`config.mk`:
```
export PLATFORM = sky130hd
export DESIGN_NAME = counter
export DESIGN_NICKNAME = d
export VERILOG_FILES = /design/src/rtl/counter.sv
export SDC_FILE = /design/constraint.sdc
export NUM_CORES = 1
export LEC_CHECK = 0
export CAP_MARGIN = 20
export CORE_AREA = 2 2 39 41
export DETAILED_ROUTE_END_ITERATION = 10
export DIE_AREA = 0 0 41 43
export PLACE_DENSITY = 0.42
export SYNTH_ARGS = -nofsm -noshare
export SYNTH_HDL_FRONTEND = slang
export SYNTH_SLANG_ARGS = --single-unit
```
`constraint.sdc`:
```
create_clock -name clock_i -period 2.7 [get_ports clock_i]
set_clock_uncertainty 0.2 [all_clocks]
set_input_delay 0.81 -clock clock_i [delete_from_list [all_inputs] [get_ports clock_i]]
set_output_delay 0.81 -clock clock_i [all_outputs]
set_load 0.01 [all_outputs]
```
`src/rtl/counter.sv`:
```
// Up-counter from 0 to MAX_COUNTER_VALUE with enable. finished_o is high while the count sits at the maximum.
// Optional COUNTER_AUTO_RELOAD_EN: an enabled edge at the maximum wraps the count to 0 instead of saturating.
`timescale 1ns/1ps

module counter #(
    parameter int MAX_COUNTER_VALUE = 10
) (
    input  logic                                   clock_i,
    input  logic                                   reset_i,
    input  logic                                   enable_i,
    output logic                                   finished_o,
    output logic [$clog2(MAX_COUNTER_VALUE+1)-1:0] counter_val_o
);

    localparam int W = $clog2(MAX_COUNTER_VALUE + 1);
    localparam logic [W-1:0] MAX_VAL = W'(MAX_COUNTER_VALUE);

    logic [W-1:0] count;

    always_ff @(posedge clock_i or posedge reset_i) begin
        if (reset_i) begin
            count <= '0;
        end else if (enable_i) begin
            if (count != MAX_VAL) begin
                count <= count + 1'b1;
            end
`ifdef COUNTER_AUTO_RELOAD_EN
            else begin
                count <= '0;
            end
`endif
        end
    end

    // Decoded from the register only, so it rises together with the terminal count.
    assign finished_o    = (count == MAX_VAL);
    assign counter_val_o = count;

endmodule

```
==> impl_metrics.json <==
{
  "fin_tns_setup_ps": 0,
  "p_leak_uw": 0.0001585,
  "start_kind": "flip-flop",
  "ff2ff_setup_slack_ps": 1370,
  "cts_hold_buffers": 0,
  "post_cts_buffers": 0,
  "globalplace.congestion": 0.6465,
  "antenna_found_initial": 0,
  "num_vias": 188,
  "power.density_nw_per_um2": 1182,
  "drc": 0,
  "r2r_cells": 5,
  "start_util_pct": 15.64,
  "synth_cell_types": 11,
  "syn_inst": 21,
  "drt_iter0_markers": 4,
  "min_period_ps": 2612,
  "drive_gt1_share_pct": 19.35,
  "pin_count": 8,
  "dieWidth_um": 41,
  "dieHeight_um": 43,
  "cts_resized": 0,
  "rsz0062_at_grt": "false",
  "hp-start": "counter_val_o[0]",
  "syn_area_per_cell_um2": 10.31,
  "cts_buffer_depth": 2,
  "cp_data_arrival_time_ps": 1600,
  "utilization_pct": 24.05,
  "nets": 38,
  "synth_seq_cells": 4,
  "cp-end-kind": "output port",
  "maxCapViolCount": 0,
  "cts_tree": "built",
  "synth_top_area_share_pct": 46.24,
  "slew_headroom_pct": 86.97,
  "cts_made_buffers": 3,
  "place_hpwl_um": 320.1,
  "insertion_delay_ps": 230,
  "worstPathMaxFanout": 5,
  "crit_path_frequent_cell": "inv_1",
  "slew_violations": 0,
  "ys_warn_count": 0,
  "rows": 14,
  "fin_area_um2": 332.8,
  "cts_max_level": 1,
  "holdPathEnd": "counter_val_o[0]",
  "drtPass1Iterations": 2,
  "yosysTopAreaCell": "dfrtp_1",
  "grt_max_degree": 7,
  "drt-total-wl_um": 402,
  "worst_r2r_endpoint": "counter_val_o[1]",
  "diodes": 0,
  "overflow": 0,
  "clock.fmax_ghz": 0.3828,
  "clkTransAtPathRegs_ps": 30,
  "synthTopCellsByArea": "dfrtp_1, ha_1, nand3b_4, xnor2_1, nand2_1",
  "io_buffers": 7,
  "placed_area_um2": 306.5,
  "hold_class": "reg2reg",
  "worst_slew_pin_slew_ps": 194.9,
  "holdWs_ps": 311.6,
  "die_area_um2": 1763,
  "cp.required_ps": 1690,
  "grt_pass1_wl_um": 745,
  "viasPerCell": 4.000,
  "reg2reg_from": "counter_val_o[0]",
  "ys_seq_area_share_pct": 46.24,
  "grt_usage_pct": 7.143,
  "ant_nets": 0,
  "cts_sinks": 4,
  "outcome": "finished clean",
  "worstSetupPathType": "reg2out",
  "holdPathStages": 1,
  "slowest_delay_ps": 520,
  "timing.final.hold_violations": 0,
  "synth.cell_area_um2": 216.5,
  "core_area_um2": 1384,
  "worstPathCellList": "inv_1, ha_2, nand3b_4, inv_1, clkdlybuf4s50_1",
  "area_growth_pct": 53.76,
  "root_buffer": "clkbuf_4",
  "ir_drop_mv": 0.4298,
  "setup_violations": 0,
  "wl_per_cell_um": 8.553,
  "largest_reg_flops": 4,
  "fin_crit_sh_pct": 96.75,
  "first_global_vias": 199,
  "crit_slowest_cell": "clkdlybuf4s50_1",
  "synth_nets": 26
}
kinds of logic after synthesis:
| group | after synthesis | share of synthesized area, % |
|---|---|---|
| and+or+nand+nor | 7 | 21.39 |
| buffers and inverters | 3 | 5.202 |
| AOI/OAI and AO/OA | 3 | 7.512 |
| xor gates and xnor gates | 2 | 8.094 |
| DFF | 4 | 46.24 |
| adders and majority gates | 2 | 11.56 |
Yosys cell counts (all sizes together):
| cell | instances |
|---|---|
| nand4 | 1 |
| o21ai | 1 |
| dfrtp | 4 |
| a21oi | 1 |
| ha | 2 |
| nand3b | 1 |
| xnor2 | 2 |
| inv | 3 |
| nand2 | 4 |
| nand3 | 1 |
| a31oi | 1 |
cells in the final DEF, fill, tap and decap left out, drive strengths merged:
cell type,netlist,final
xnor2,2,2
nand3,1,1
ha,2,2
nand2,4,4
dfrtp,4,4
o21ai,1,1
clkbuf,0,3
nand4,1,1
clkdlybuf4s50,0,7
a21oi,1,1
inv,3,3
nand3b,1,1
a31oi,1,1
through the flow:
stage / setup WS [ps] / total power [uW] / instances
after global routing: 10.91 / 435.6 / 47
after floorplan: 799.5 / 229.7 / 21
after detailed placement: 306.8 / 320.7 / 44
after global placement: 307.9 / 321.3 / 44
final: 87.77 / 393.3 / 47
after CTS: 43.65 / 397.6 / 47
how the worst max path moves through the flow:
stage / startpoint / to / slack (ps) / cells after the start
after detailed placement: counter_val_o[0] / finished_o / 310 / 5
after global routing: counter_val_o[0] / finished_o / 10 / 5
final: counter_val_o[0] / finished_o / 90 / 5
after floorplan: counter_val_o[0] / finished_o / 800 / 4
after global placement: counter_val_o[0] / finished_o / 310 / 5
after CTS: counter_val_o[0] / finished_o / 40 / 5
per-layer routing:
layer,vias up,global-route usage (%),routed length [um]
met4,0,4.000,0
met2,10,8.750,152
met5,-,0,0
met3,0,7.853,54
met1,87,7.120,196
li1,91,-,-
worst max-delay path, delay by kind of cell (launching register included):
kind | cells | cell delay [ps]
and+or+nand+nor | 1 | 90
buffers and inverters | 3 | 650
DFF | 1 | 430
adders and majority gates | 1 | 200
where the power goes:
| part | switching [uW] | internal, uW |
|---|---|---|
| clock network | 20.6 | 49.4 |
| logic | 73.7 | 112 |
| registers | 44.6 | 93.1 |
| total | 139 | 254 |
layout make-up:
type / count / area [um^2]
Clock buffer: 3 / 22.52
Sequential cell: 4 / 101.3
Inverter: 3 / 11.26
Timing Repair Buffer: 7 / 70.07
Tap cell: 16 / 20.02
Multi-Input combinational cell: 14 / 107.6
Fill cell: 149 / 1051
(Power assumes the default switching activity.)
